**src/rtl/buzzer_driver.sv**
```systemverilog
// buzzer_driver: plays one of seven notes in three octaves as a square wave.
// A single IDLE/TONE/GAP FSM latches the requested note, counts half-periods
// and inserts a silent articulation gap between consecutive distinct notes.
module buzzer_driver #(
  parameter int CLK_HZ     = 100_000_000,
  parameter int GAP_CYCLES = 1_000_000
) (
  input  logic       clk,
  input  logic       reset,
  input  logic       enable,
  input  logic [3:0] note_in,
  input  logic [1:0] octave_in,
  output logic       speaker,
  output logic       playing,
  output logic [3:0] cur_note,
  output logic [1:0] cur_octave,
  output logic [7:0] note_count
);

  // Gap counter runs 0 .. GAP_CYCLES-1.
  localparam int GW = (GAP_CYCLES > 1) ? $clog2(GAP_CYCLES) : 1;
  localparam logic [GW-1:0] GAP_LAST = GW'(GAP_CYCLES - 1);

  // Middle-octave half-periods in clock cycles, one per note do..ti.
  localparam logic [19:0] H1 = 20'(CLK_HZ / (2 * 262));
  localparam logic [19:0] H2 = 20'(CLK_HZ / (2 * 294));
  localparam logic [19:0] H3 = 20'(CLK_HZ / (2 * 330));
  localparam logic [19:0] H4 = 20'(CLK_HZ / (2 * 349));
  localparam logic [19:0] H5 = 20'(CLK_HZ / (2 * 392));
  localparam logic [19:0] H6 = 20'(CLK_HZ / (2 * 440));
  localparam logic [19:0] H7 = 20'(CLK_HZ / (2 * 494));

  typedef enum logic [1:0] {
    IDLE = 2'd0,
    TONE = 2'd1,
    GAP  = 2'd2
  } state_t;

  state_t      state_reg, state_next;
  logic [19:0] tone_cnt_reg, tone_cnt_next;
  logic [GW-1:0] gap_cnt_reg, gap_cnt_next;
  logic        speaker_reg, speaker_next;
  logic [3:0]  note_reg, note_next;
  logic [1:0]  octave_reg, octave_next;
  logic [7:0]  count_reg, count_next;

  logic        note_valid;
  logic        request;
  logic [19:0] half;

  // Half-period for a latched note/octave; octave 11 behaves as high.
  function automatic logic [19:0] half_period(input logic [3:0] n, input logic [1:0] o);
    logic [19:0] h;
    case (n)
      4'd1:    h = H1;
      4'd2:    h = H2;
      4'd3:    h = H3;
      4'd4:    h = H4;
      4'd5:    h = H5;
      4'd6:    h = H6;
      4'd7:    h = H7;
      default: h = 20'd0;
    endcase
    case (o)
      2'b00:   half_period = h << 1;
      2'b01:   half_period = h;
      default: half_period = h >> 1;
    endcase
  endfunction

  assign note_valid = (note_in >= 4'd1) && (note_in <= 4'd7);
  assign request    = enable && note_valid;
  assign half       = half_period(note_reg, octave_reg);

  // State and datapath registers; reset acts immediately so speaker drops at once.
  always_ff @(posedge clk or posedge reset) begin
    if (reset) begin
      state_reg    <= IDLE;
      tone_cnt_reg <= '0;
      gap_cnt_reg  <= '0;
      speaker_reg  <= 1'b0;
      note_reg     <= 4'd0;
      octave_reg   <= 2'b01;
      count_reg    <= 8'd0;
    end else begin
      state_reg    <= state_next;
      tone_cnt_reg <= tone_cnt_next;
      gap_cnt_reg  <= gap_cnt_next;
      speaker_reg  <= speaker_next;
      note_reg     <= note_next;
      octave_reg   <= octave_next;
      count_reg    <= count_next;
    end
  end

  // Next-state logic: disabling/invalid note wins over a note change in TONE.
  always_comb begin
    state_next    = state_reg;
    tone_cnt_next = tone_cnt_reg;
    gap_cnt_next  = gap_cnt_reg;
    speaker_next  = speaker_reg;
    note_next     = note_reg;
    octave_next   = octave_reg;
    count_next    = count_reg;
    case (state_reg)
      IDLE: begin
        speaker_next = 1'b0;
        if (request) begin
          note_next     = note_in;
          octave_next   = octave_in;
          tone_cnt_next = '0;
          count_next    = count_reg + 8'd1;
          state_next    = TONE;
        end
      end
      TONE: begin
        if (!request) begin
          speaker_next = 1'b0;
          state_next   = IDLE;
        end else if ((note_in != note_reg) || (octave_in != octave_reg)) begin
          speaker_next = 1'b0;
          gap_cnt_next = '0;
          state_next   = GAP;
        end else if (tone_cnt_reg == half - 20'd1) begin
          tone_cnt_next = '0;
          speaker_next  = ~speaker_reg;
        end else begin
          tone_cnt_next = tone_cnt_reg + 20'd1;
        end
      end
      GAP: begin
        speaker_next = 1'b0;
        if (gap_cnt_reg == GAP_LAST) begin
          if (request) begin
            note_next     = note_in;
            octave_next   = octave_in;
            tone_cnt_next = '0;
            count_next    = count_reg + 8'd1;
            state_next    = TONE;
          end else begin
            state_next = IDLE;
          end
        end else begin
          gap_cnt_next = gap_cnt_reg + GW'(1);
        end
      end
      default: begin
        speaker_next = 1'b0;
        state_next   = IDLE;
      end
    endcase
  end

  assign speaker    = speaker_reg;
  assign playing    = (state_reg == TONE);
  assign cur_note   = note_reg;
  assign cur_octave = octave_reg;
  assign note_count = count_reg;

endmodule

```
**config.mk**
```make
export PLATFORM = sky130hd
export DESIGN_NAME = buzzer_driver
export DESIGN_NICKNAME = d
export VERILOG_FILES = /design/src/rtl/buzzer_driver.sv
export SDC_FILE = /design/constraint.sdc
export NUM_CORES = 1
export LEC_CHECK = 0
export ABC_AREA = 1
export BUFFER_PORTS_ARGS = -buffer_cell sky130_fd_sc_hd__buf_2
export CORE_MARGIN = 3
export CORE_UTILIZATION = 45
export DETAILED_ROUTE_END_ITERATION = 12
export MAX_ROUTING_LAYER = met4
export PLACE_DENSITY = 0.7
export SYNTH_ARGS = -nofsm -noshare
export SYNTH_HDL_FRONTEND = slang
export SYNTH_SLANG_ARGS = --single-unit
```
**constraint.sdc**
```tcl
create_clock -name clk -period 6.15 [get_ports clk]
set_input_delay 0.615 -clock clk [delete_from_list [all_inputs] [get_ports clk]]
set_output_delay 0.615 -clock clk [all_outputs]
set_load 0.02 [all_outputs]
```
## Yosys cells after proc, flatten, opt, wreduce, memory -nomap -nowiden

Index checks and enable logic that the tools add are counted.

| cells by class | value |
|---|---|
| add/sub/neg operators | 4 |
| multipliers | 0 |
| div/mod/pow operators | 0 |
| magnitude comparators | 2 |
| equal/unequal tests | 22 |
| shift-type cells | 0 |
| muxes and demuxes | 31 |
| bitwise operators | 1 |
| reduce and logical (&&, ||, !) cells | 12 |

Operators by type and width:

| kind | number |
|---|---|
| $mux 20 | 8 |
| $pmux 18 s7 | 1 |
| $pmux 20 s2 | 2 |
| $pmux 20 s3 | 1 |
| $add 20x1->20 const B | 2 |
| $eq 20x20->1 | 1 |
| $eq 20x20->1 const B | 1 |
| $sub 20x1->20 const B | 1 |
| $eq 4x3->1 const B | 4 |
| $mux 8 | 2 |
| $pmux 8 s2 | 1 |
| $mux 2 | 6 |
| $add 8x1->8 const B | 1 |
| $eq 4x2->1 const B | 2 |
| $mux 4 | 2 |
| $ne 2x2->1 const B | 4 |
| $pmux 4 s2 | 1 |
| $reduce_and 4->1 | 2 |
| $pmux 2 s3 | 1 |
| $mux 1 | 5 |
| $eq 2x1->1 const B | 2 |
| $eq 4x1->1 const B | 1 |
| $ge 4x1->1 const B | 1 |
| $le 4x3->1 const B | 1 |
| 15 further kinds | 19 |

| storage, ports and cells | value |
|---|---|
| register bits | 57 |
| latch bits | 0 |
| RAM bits | 0 |
| memory bits (read-only) | 0 |
| input port bits | 9 |
| output and inout bits | 16 |
| word-level logic and storage cells | 79 |
| memories | 0 |

## Logic depth before layout (Yosys ltp)

Gate-level depths: netlist of the first run.

| depth | value |
|---|---|
| depth after elaboration | 9 |
| gate-level depth with buffers | 21 |
| mapped depth without buffers | 20 |

## Least setup slack after synthesis of the first run

Ideal clock, no wire load.

| path | value |
|---|---|
| path type | reg2reg |
| from | register note_reg[2] (netlist: cur_note[2]) |
| to | register tone_cnt_reg[10] |
| setup time | 118 ps |
| arrival | 2559 ps |
| path slack | 3472 ps |
| stages on the path, launching flop included | 19 |
| clock period less this slack | 2678 ps |
| path through | dfrtp_1 buf_6 nor2_2 nand2_1 nand2_1 nand2_1 nand2_1 inv_1 ha_1 nand2_4 nand4_1 xor2_1 nor2_1 nand3_1 nor2_1 nand3_4 buf_6 nand4_1 nand2_1 |

| on the way | value |
|---|---|
| cells in the longest elaborated chain, start to end | 9 |
| elaborated cells on any way between the ends | 19 |

RTL lines:

| item | RTL line | text |
|---|---|---|
| start, declared | 43 | `logic [3:0] note_reg, note_next;` |
| start signal, assigned | 90 | `note_reg <= note_next;` |
| $eq 4x3->1, or another cell as far along | 54 | `case (n)` |
| $pmux 18 s7 | 54 |  |
| $pmux 20 s2 | 64 | `case (o)` |
| $sub 20x1->20 | 124 | `end else if (tone_cnt_reg == half - 20'd1) begin` |
| $eq 20x20->1 | 124 |  |
| $mux 20 | 124 |  |
| $mux 20 | 120 | `end else if ((note_in != note_reg) \|\| (octave_in != octave_reg)) begin` |
| $mux 20 | 117 | `if (!request) begin` |
| $pmux 20 s3 | 105 | `case (state_reg)` |
| end signal, assigned | 87 | `tone_cnt_reg <= tone_cnt_next;` |
| end, declared | 40 | `logic [19:0] tone_cnt_reg, tone_cnt_next;` |

Parallel ways exist; a longest one is shown, timed or not. The select of a mux whose other input is x is not followed.
A chain may end at the register's enable or synchronous reset.

## Worst setup path after layout of the first run

| path | value |
|---|---|
| from | register octave_reg[1] (netlist: cur_octave[1]) |
| to | register tone_cnt_reg[10] |

| on the way | value |
|---|---|
| cells in the longest elaborated chain, start to end | 8 |
| elaborated cells on any way between the ends | 13 |

RTL lines:

| item | RTL line | text |
|---|---|---|
| start, declared | 44 | `logic [1:0] octave_reg, octave_next;` |
| start signal, assigned | 91 | `octave_reg <= octave_next;` |
| $eq 2x1->1 or $logic_not 2->1 (tied branches) | 64 |  |
| $pmux 20 s2 | 64 |  |
| $sub 20x1->20 | 124 |  |
| $eq 20x20->1 | 124 |  |
| $mux 20 | 124 |  |
| $mux 20 | 120 |  |
| $mux 20 | 117 |  |
| $pmux 20 s3 | 105 |  |

Parallel ways exist; a longest one is shown, timed or not. The select of a mux whose other input is x is not followed.

==> impl_metrics.toml, run 1 <==
[floorplan]
die_w_um = 106
row_count = 35
floorplan.die_area_mm2 = 0.0113
io_pins = 25
core_area_mm2 = 0.00950
die_y_um = 106
floorplan.initialDensity_pct = 47.4

[place]
dpl.cell_count = 807
gpl.final_weighted_congestion = 0.979
pre_cts_ws_ns = 3.08
dp.final_hpwl_mm = 8.73
placement.cell_area_mm2 = 0.00471
port_buffers = 24

[grt]
grt.overflow.total = 0
global_route_wire_length_before_repair_mm = 19.4
maximum_number_of_pins_on_one_net_before_global_route_repair = 58
groute.usage.overall_pct = 21.6
first_global_vias = 4103
global_route.usage.met1_pct = 26.5
groute.layer.met2.usage_pct = 37.4
grt.busiest_layer = "met2"
global_routing_met3_resource_utilization_pct = 3.16
antenna_violations_before_repair = 0

[logic_synthesis]
dominant_synthesized_flop_cell = "dfrtp_1"
synth-warning-count = 0
synth-edff-count = 0
async_flop_share_pct = 100
synth.distinct_cells = 45
syn-mean-instance-area_um2 = 6.75
yosysSeqAreaShare_pct = 31.7
postSynthRegisterBits = 57
syn-instance-count = 668
post_synth_instance_area_mm2 = 0.00451
synth_nets = 681

[sta]
drv_slew = 0
postLayoutSetupSlackWorst_ns = 3.04
grt_setup_unrepaired = "no"
finalSetupTns_ns = 0
slew-limit-headroom_pct = 51.8
finalCritPeriodShare_pct = 50.6
endpoints_failing_setup = 0
clock-skew-final_ns = 0.0159
layout_min_cycle_time_ns = 3.11
tightest_slew_ns = 0.723
hold_viol = 0
finalHoldWorstSlack_ns = 0.456
max_freq_mhz = 321

[worst_setup_path]
end_kind = "register"
crit_path_max_fanout = 20
critPathRequiredTime_ns = 6.38
worstReg2RegEnd = "tone_cnt_reg[10]"
timing.reg2reg.setup_slack_ns = 3.04
crit_type = "register to register"
r2r.worst_path.cells = 14
crit-reg2reg-launch = "cur_octave[1]"
worstSetupStartpointType = "register"
worst-endpoint-arrival_ns = 3.34

[finish]
design.final.nets = 702
area_growth_syn_to_layout_pct = 9.05
post-route-util_pct = 51.7
layout-drive-gt1-share_pct = 13.7
filler_cell_count = 965
n_antenna_cell = 0
layoutNonFillerInstCount = 823
mostFrequentLayoutCell = "nand2_1"
regArea_mm2 = 0.00143
layout_common_cells = "200 x nand2_1, 83 x inv_1, 65 x nor2_1, 56 x dfrtp_1, 40 x nand3_1"
area_taken_by_multi_input_logic_gates_mm2 = 0.00264
layout.cell_area.non_filler_mm2 = 0.00492

[routing]
antenna_violating_nets_post_route = 0
drt_pre_antenna_iters = 6
drt_iter0_markers = 252
drt_drc_violations_left = 0
drt_total_wl_mm = 11.3
viasPerCell = 5.22
vias = 4300
drt-wirelength-per-cell_um = 13.8

[clock_tree]
clock_tree.buffer_depth = 2
cts.root.buffer_cell = "clkbuf_8"
clock_latency_ns = 0.34
cts.repair_timing.setup_buffer_count = 0
clk_pin_slew_worst_setup_hold_paths_ns = 0.08
tritoncts_buffers = 9
cts_tree = "built"
htree_num_levels = 3
post_cts_resize_count = 0
clock_sink_count = 57
cts_hold_buffers = 0

[outcome]
status = "finished clean"

[worst_hold_path]
worstHoldPathType = "primary input to asynchronous set/reset pin"

[power]
fin_total_pwr_uw = 759
vdd_drop_max_mv = 0.118
p_leak_nw = 2.43
power.density_mw_per_mm2 = 154

[flow_run]
maxCapViolations = 0
-- how the worst max path moves through the flow --
stage | start | end | slack [ns] | depth (start not counted)
2_1_floorplan | cur_note[2] | tone_cnt_reg[10] | 3.47 | 18
3_3_place_gp | cur_octave[1] | tone_cnt_reg[15] | 3.11 | 14
3_5_place_dp | cur_octave[1] | tone_cnt_reg[10] | 3.08 | 14
4_1_cts | cur_octave[1] | tone_cnt_reg[10] | 3.06 | 14
5_1_grt | cur_octave[1] | tone_cnt_reg[10] | 2.80 | 14
6_report | cur_octave[1] | tone_cnt_reg[10] | 3.04 | 14
-- power breakdown --
group / internal [mW] / leakage [nW] / switching [mW]
sequential: 0.375 / 0.737 / 0
combinational: 0.00356 / 1.59 / 0.0108
clock: 0.193 / 0.101 / 0.176
total: 0.571 / 2.43 / 0.187
-- cell usage after synthesis, types with 2 or more instances --
cell type,n,area (um^2)
a21oi_1,11,55.1
a31oi_1,3,18.8
and3_1,2,12.5
buf_2,6,30.0
buf_6,3,33.8
clkbuf_1,6,22.5
dfrtp_1,56,1400
ha_1,4,50.1
inv_1,84,315
inv_2,8,30.0
nand2_1,200,751
nand2_2,9,56.3
nand2_4,2,22.5
nand3_1,40,200
nand3_2,6,60.1
nand3_4,2,35.0
nand4_1,36,225
nor2_1,65,244
nor2_2,7,43.8
nor2_4,4,45.0
nor3_1,16,80.1
nor3b_1,2,15.0
nor4_1,11,68.8
nor4_2,2,25.0
o211ai_1,2,15.0
o21ai_0,15,75.1
o21ai_1,4,20.0
o21ai_2,5,43.8
o31ai_1,4,30.0
or2_1,2,12.5
xnor2_1,6,52.6
xor2_1,32,280
-- final cells by class --
type	count	share of cell area (%)
flip-flops and latches	57	29.0
clock buffers	9	2.52
inverters	93	7.15
repair buffers	26	2.75
clock inverters	7	1.65
well taps	129	3.28
multi-input cells	502	53.6
-- critical path, stage by stage (launching register included) --
cell and delay, ns:
dfrtp_1 0.64, nor2_4 0.43, nand2_1 0.13, nand2_1 0.13
inv_1 0.07, ha_1 0.26, nand2_4 0.13, nand4_1 0.21
xor2_1 0.23, nor2_1 0.10, nand3_1 0.07, nor2_1 0.18
nand3_4 0.21, nand4_1 0.14, nand2_1 0.07
-- routing by layer --
metal	wire [um]	vias to the layer above
li1	-	2206
met1	5060	1996
met2	5700	82
met3	377	16
met4	178	0
met5	0	-
-- logic make-up after synthesis --
| group | count (synthesis) | synth area share, % |
|---|---|---|
| AND/OR/NAND/NOR | 409 | 42.7 |
| buffers and inverters | 109 | 9.88 |
| flip-flops | 57 | 31.7 |
| AO/OA/AOI/OAI | 50 | 6.97 |
| XOR/XNOR | 38 | 7.38 |
| adder cells (fa/ha/maj) | 4 | 1.11 |
| multiplexers | 1 | 0.250 |
No activity file was read; power rests on OpenSTA's default activity.
==> run 2: changes to the inputs <==
--- a/config.mk
+++ b/config.mk
@@ -5,13 +5,13 @@
 export SDC_FILE = /design/constraint.sdc
 export NUM_CORES = 1
 export LEC_CHECK = 0
-export ABC_AREA = 1
+export ABC_AREA = 0
 export BUFFER_PORTS_ARGS = -buffer_cell sky130_fd_sc_hd__buf_2
 export CORE_MARGIN = 3
 export CORE_UTILIZATION = 45
 export DETAILED_ROUTE_END_ITERATION = 12
 export MAX_ROUTING_LAYER = met4
-export PLACE_DENSITY = 0.7
+export PLACE_DENSITY = 0.72
 export SYNTH_ARGS = -nofsm -noshare
 export SYNTH_HDL_FRONTEND = slang
 export SYNTH_SLANG_ARGS = --single-unit
==> constraint.sdc (replaced) <==
create_clock -name clk -period 2.58 [get_ports clk]
set_input_delay 0.258 -clock clk [delete_from_list [all_inputs] [get_ports clk]]
set_output_delay 0.258 -clock clk [all_outputs]
set_load 0.02 [all_outputs]
==> run 2 against run 1 <==
  * The flow now finishes with violations (negative setup slack)
  * Register-to-register slack lost 3.6 ns
  * Clock power grew 140%
  * Cell count shrank 15%
  * First-iteration DRC count is the same
==> impl_metrics.toml, run 2 <==
[outcome]
violations = "negative setup slack"
status = "complete, but fails checks"

[sta]
hold_viol = 0
finalCritPeriodShare_pct = 122
postLayoutSetupSlackWorst_ns = -0.558
finalHoldWorstSlack_ns = 0.0449
clock-skew-final_ns = 0.0115
max_freq_mhz = 319
layout_min_cycle_time_ns = 3.14
slew-limit-headroom_pct = 49.4
drv_slew = 0
grt_setup_unrepaired = "yes"
endpoints_failing_setup = 21
finalSetupTns_ns = -10.46
tightest_slew_ns = 0.758

[routing]
viasPerCell = 5.82
vias = 4088
drt_drc_violations_left = 0
antenna_violating_nets_post_route = 0
drt_pre_antenna_iters = 4
drt-wirelength-per-cell_um = 16.3
drt_iter0_markers = 252
drt_total_wl_mm = 11.4

[logic_synthesis]
post_synth_most_frequent_cells = "56 x dfrtp_1, 44 x nand2_1, 42 x o21ai_0"
post_synth_instance_area_mm2 = 0.00409
synth_top_area_share_pct = 34.3
synth_top_area_cell = "dfrtp_1"
yosys.area_share.adder_pct = 1.50
synth_compound_gate_area_share_pct = 21.6
synth_top_family_by_area = "simple AND/OR/NAND/NOR gates"
largest_cells_by_area_after_synthesis = "dfrtp_1 34%, o21ai_0 5.1%, xnor2_1 4.5%"
yosysSeqAreaShare_pct = 34.9
synth-simple-area-share_pct = 27.5
async_flop_share_pct = 100
synth_nets = 512
synth-warning-count = 0
synth.distinct_cells = 68
postSynthRegisterBits = 57
muxShareOfSynthArea_pct = 1.59
syn-mean-instance-area_um2 = 8.19
cell_with_the_most_instances_after_synthesis = "dfrtp_1"
synth_xor_xnor_area_share_pct = 7.93
syn-instance-count = 499
dominant_synthesized_flop_cell = "dfrtp_1"
synth-edff-count = 0

[place]
placement.cell_area_mm2 = 0.00484
port_buffers = 24
gpl.final_weighted_congestion = 1.00
pre_cts_ws_ns = -0.695
dp.final_hpwl_mm = 8.46

[finish]
layout-drive-gt1-share_pct = 28.4
n_antenna_cell = 0
area_growth_syn_to_layout_pct = 27.3
filler_cell_count = 765
mostFrequentLayoutCell = "buf_4"
layout.cell_area.non_filler_mm2 = 0.00520
layout_common_cells = "79 x buf_4, 52 x dfrtp_1, 43 x nand2_1, 39 x nor2_1, 38 x o21ai_0"
design.final.nets = 603

[power]
vdd_drop_max_mv = 0.366
fin_total_pwr_mw = 4.31
p_leak_nw = 2.42
power.density_mw_per_mm2 = 829

[worst_setup_path]
r2r.worst_path.cells = 13
crit_type = "register to register"
timing.reg2reg.setup_slack_ns = -0.56
worstSetupStartpointType = "register"
end_kind = "register"
crit_path_max_fanout = 5
critPathRequiredTime_ns = 2.81
worst-endpoint-arrival_ns = 3.37

[floorplan]
row_count = 34
io_pins = 25
die_y_um = 101
floorplan.initialDensity_pct = 46.6
die_w_um = 101
floorplan.die_area_mm2 = 0.0103
core_area_mm2 = 0.00876

[grt]
antenna_violations_before_repair = 0
groute.usage.overall_pct = 24.3
first_global_vias = 3954
global_route_wire_length_before_repair_mm = 19.4
maximum_number_of_pins_on_one_net_before_global_route_repair = 38
grt.overflow.total = 0

[clock_tree]
clock_latency_ns = 0.34
cts.root.buffer_cell = "clkbuf_8"
clk_pin_slew_worst_setup_hold_paths_ns = 0.08
clock_sink_count = 57
cts_tree = "built"
clock_tree.buffer_depth = 2
htree_num_levels = 3
tritoncts_buffers = 9

[flow_run]
maxCapViolations = 0

[worst_hold_path]
worstHoldPathType = "primary input to asynchronous set/reset pin"
==> run 2: cell count changes after synthesis, sizes merged, moves of 16 or more <==
| cell | previous run | this run |
|---|---|---|
| nand2 | 211 | 44 |
| o21ai | 25 | 44 |
| nand4 | 37 | 13 |
| or3 | 0 | 19 |
| nand3 | 48 | 32 |
| xor2 | 32 | 16 |
| nor2 | 76 | 41 |
| inv | 93 | 15 |
==> run 2: through the flow <==
| step | utilization, % | std cells |
|---|---|---|
| after floorplan | - | 499 |
| after global placement | 55.3 | 676 |
| after detailed placement | 55.3 | 676 |
| after CTS | 58.8 | 699 |
| after global routing | 59.3 | 703 |
| final | 59.3 | 703 |
==> run 2: logic make-up after synthesis <==
kind of cell | count (synthesis)
AND/OR/NAND/NOR | 215
AO/OA/AOI/OAI | 132
flip-flops | 57
buffers and inverters | 47
XOR/XNOR | 37
multiplexers | 6
adder cells (fa/ha/maj) | 5
==> run 2: final cells by class <==
type | instances | area, um^2 | share of cell area [%]
clock buffer | 10 | 138 | 2.65
clock inverter | 6 | 73.8 | 1.42
inverter | 15 | 56.3 | 1.08
multi-input combinational | 395 | 2530 | 48.7
sequential | 57 | 1430 | 27.6
tap | 108 | 135 | 2.60
timing repair buffer | 112 | 835 | 16.0
==> run 2: worst paths after layout <==
| path | end | from |
|---|---|---|
| max | tone_cnt_reg[14] | cur_octave[0] |
| min | note_count[0] | reset |
| max in group asynchronous | tone_cnt_reg[7] | reset |
| min reg2reg | note_count[7] | note_count[7] |
| min in group clk | cur_octave[1] | octave_in[1] |
| max reg2reg | tone_cnt_reg[14] | cur_octave[0] |
==> run 2: critical path: stages (launching register included) <==
cell and delay (ns):
dfstp_2 0.62, nand2b_4 0.06, o311a_1 0.30, and2_4 0.15, or2_4 0.23, ha_4 0.26, xor2_1 0.14, o211ai_1 0.11
a2111oi_2 0.22, and3_1 0.23, o2111a_2 0.25, buf_6 0.13, nor2_1 0.05, a211o_1 0.27
==> run 2: timing repair <==
action                                  CTS  global route
setup buffers                             6             4
endpoints found under the setup margin   21            25
resized for setup                        16             6
hold buffers                              0             0
gates cloned                              1             0
pin swaps                                 5             3
==> run 2: metal layers <==
layer  global-route usage [%]  routed length [um]  vias to the layer above
li1                         -                   -                     2002
met1                     31.7                5220                     1963
met2                     38.7                5540                      100
met3                     3.37                 436                       23
met4                     8.69                 246                        0
met5                        -                   0                        -
==> run 2: power breakdown <==
part	leakage, nW	switching, mW	internal, mW
clock	0.108	0.412	0.486
sequential	0.767	0.164	1.02
combinational	1.55	1.12	1.11
==> run 3: changes to the inputs <==
--- a/config.mk
+++ b/config.mk
@@ -7,7 +7,6 @@
 export LEC_CHECK = 0
 export ABC_AREA = 0
 export BUFFER_PORTS_ARGS = -buffer_cell sky130_fd_sc_hd__buf_2
-export CORE_MARGIN = 3
 export CORE_UTILIZATION = 45
 export DETAILED_ROUTE_END_ITERATION = 12
 export MAX_ROUTING_LAYER = met4
==> run 3 against run 2 <==
  * The run still ends with negative setup slack left
  * Clock skew increased by 0.0035 ns
  * Register-to-register slack is essentially flat
  * Setup slack better by 0.0032 ns
  * Via count grew 0.64%
  * Sequential share of layout area up 0.47 points
  * Final area shrank 1.7%
  * First-iteration DRC count decreased by 0.40%
  * Global-route usage increased by 1.1 points
  * Clock-buffer cell count down 1
  * Critical path type unchanged
==> impl_metrics.toml, run 3 (synthesis gave the netlist of run 2 again) <==
[floorplan]
core_area_mm2 = 0.00876
floorplan.initialDensity_pct = 46.6
floorplan.die_area_mm2 = 0.00946
row_count = 34
io_pins = 25
die_y_um = 97.3
die_w_um = 97.3

[worst_setup_path]
end_kind = "register"
crit_type = "register to register"
critPathRequiredTime_ns = 2.80
worstSetupStartpointType = "register"
timing.reg2reg.setup_slack_ns = -0.55
r2r.worst_path.cells = 13
crit_path_max_fanout = 9
worst-endpoint-arrival_ns = 3.36
crit-reg2reg-launch = "cur_octave[0]"
worst_setup_path_endpoint = "tone_cnt_reg[16]"
worstReg2RegEnd = "tone_cnt_reg[16]"
crit_start = "cur_octave[0]"

[sta]
hold_viol = 0
finalHoldWorstSlack_ns = 0.0541
endpoints_failing_setup = 21
layout_min_cycle_time_ns = 3.13
postLayoutSetupSlackWorst_ns = -0.554
grt_setup_unrepaired = "yes"
finalSetupTns_ns = -10.57
max_freq_mhz = 319
tightest_slew_ns = 0.764
drv_slew = 0
clock-skew-final_ns = 0.0151
finalCritPeriodShare_pct = 121
slew-limit-headroom_pct = 49.0

[grt]
grt.overflow.total = 0
first_global_vias = 4014
antenna_violations_before_repair = 0
groute.usage.overall_pct = 25.4
global_route_wire_length_before_repair_mm = 19.1
maximum_number_of_pins_on_one_net_before_global_route_repair = 38

[place]
placement.cell_area_mm2 = 0.00481
gpl.final_weighted_congestion = 0.942
dp.final_hpwl_mm = 8.32
port_buffers = 24

[finish]
area_growth_syn_to_layout_pct = 25.2
n_antenna_cell = 0
layout_common_cells = "71 x buf_4, 52 x dfrtp_1, 43 x nand2_1, 41 x nor2_1, 39 x o21ai_0"
mostFrequentLayoutCell = "buf_4"
layout.cell_area.non_filler_mm2 = 0.00511
post-route-util_pct = 58.4
design.final.nets = 591
layout-drive-gt1-share_pct = 26.8

[power]
fin_total_pwr_mw = 4.19
p_leak_nw = 2.36
power.density_mw_per_mm2 = 820
vdd_drop_max_mv = 0.396

[clock_tree]
cts.root.buffer_cell = "clkbuf_8"
cts_tree = "built"
clk_pin_slew_worst_setup_hold_paths_ns = 0.08
tritoncts_buffers = 9
clock_latency_ns = 0.34
clock_tree.buffer_depth = 2
clock_sink_count = 57
htree_num_levels = 3
cts_hold_buffers = 0

[routing]
antenna_violating_nets_post_route = 0
drt-wirelength-per-cell_um = 16.6
drt_pre_antenna_iters = 5
drt_iter0_markers = 251
viasPerCell = 5.95
drt_total_wl_mm = 11.4
drt_drc_violations_left = 0
vias = 4114

[flow_run]
maxCapViolations = 0

[outcome]
status = "complete, but fails checks"
violations = "negative setup slack"

[worst_hold_path]
worstHoldPathType = "primary input to asynchronous set/reset pin"
## run 3: worst min path at each step
stage	start	endpoint	slack [ns]	cells after the start
after floorplan	note_in[0]	cur_note[0]	0.37	2
after global placement	reset	note_count[1]	0.42	2
after detailed placement	reset	cur_note[3]	0.44	2
after CTS	reset	note_count[3]	0.07	2
after global routing	reset	note_count[1]	0.11	2
final	reset	note_count[3]	0.05	2
## run 3: through the flow
step,setup WS [ns],std cells
final,-0.554,691
after global routing,-0.721,691
after floorplan,-0.414,499
after detailed placement,-0.572,671
after global placement,-0.519,671
after CTS,-0.542,688
## run 3: layout make-up
| cell class | instances | area (um^2) |
|---|---|---|
| flip-flops and latches | 57 | 1430 |
| clock inverters | 7 | 83.8 |
| well taps | 108 | 135 |
| fillers | 782 | 3650 |
| inverters | 15 | 56.3 |
| clock buffers | 9 | 124 |
| repair buffers | 100 | 749 |
| multi-input cells | 395 | 2530 |
## run 3: timing repair
item,4_1_cts,5_1_grt
resized for setup,4,10
hold endpoints to repair,0,0
pin swaps,1,1
endpoints found under the setup margin,21,23
cloned,0,1
buffers inserted,1,2
## run 3: worst max-delay path: stages (launching register included)
cell and delay (ns):
dfstp_2 0.59, nand2b_4 0.06, o311a_1 0.31, and2_4 0.15
or2_4 0.23, ha_4 0.28, xor2_2 0.13, o211ai_1 0.09
a2111oi_0 0.26, and3_1 0.21, o2111a_2 0.27, buf_12 0.14
nor2_1 0.04, a211o_1 0.25
## run 3: where the power goes
group | switching, mW | internal (mW) | leakage [nW]
combinational | 1.10 | 1.04 | 1.49
sequential | 0.148 | 1.02 | 0.767
clock | 0.425 | 0.464 | 0.103
total | 1.67 | 2.52 | 2.36
## run 3: routing by layer
| layer | track usage [%] | share of wire [%] |
|---|---|---|
| met1 | 32.6 | 45 |
| met3 | 4.24 | 4.8 |
| met4 | 9.95 | 2.4 |
| met5 | - | 0 |
| met2 | 40.2 | 48 |
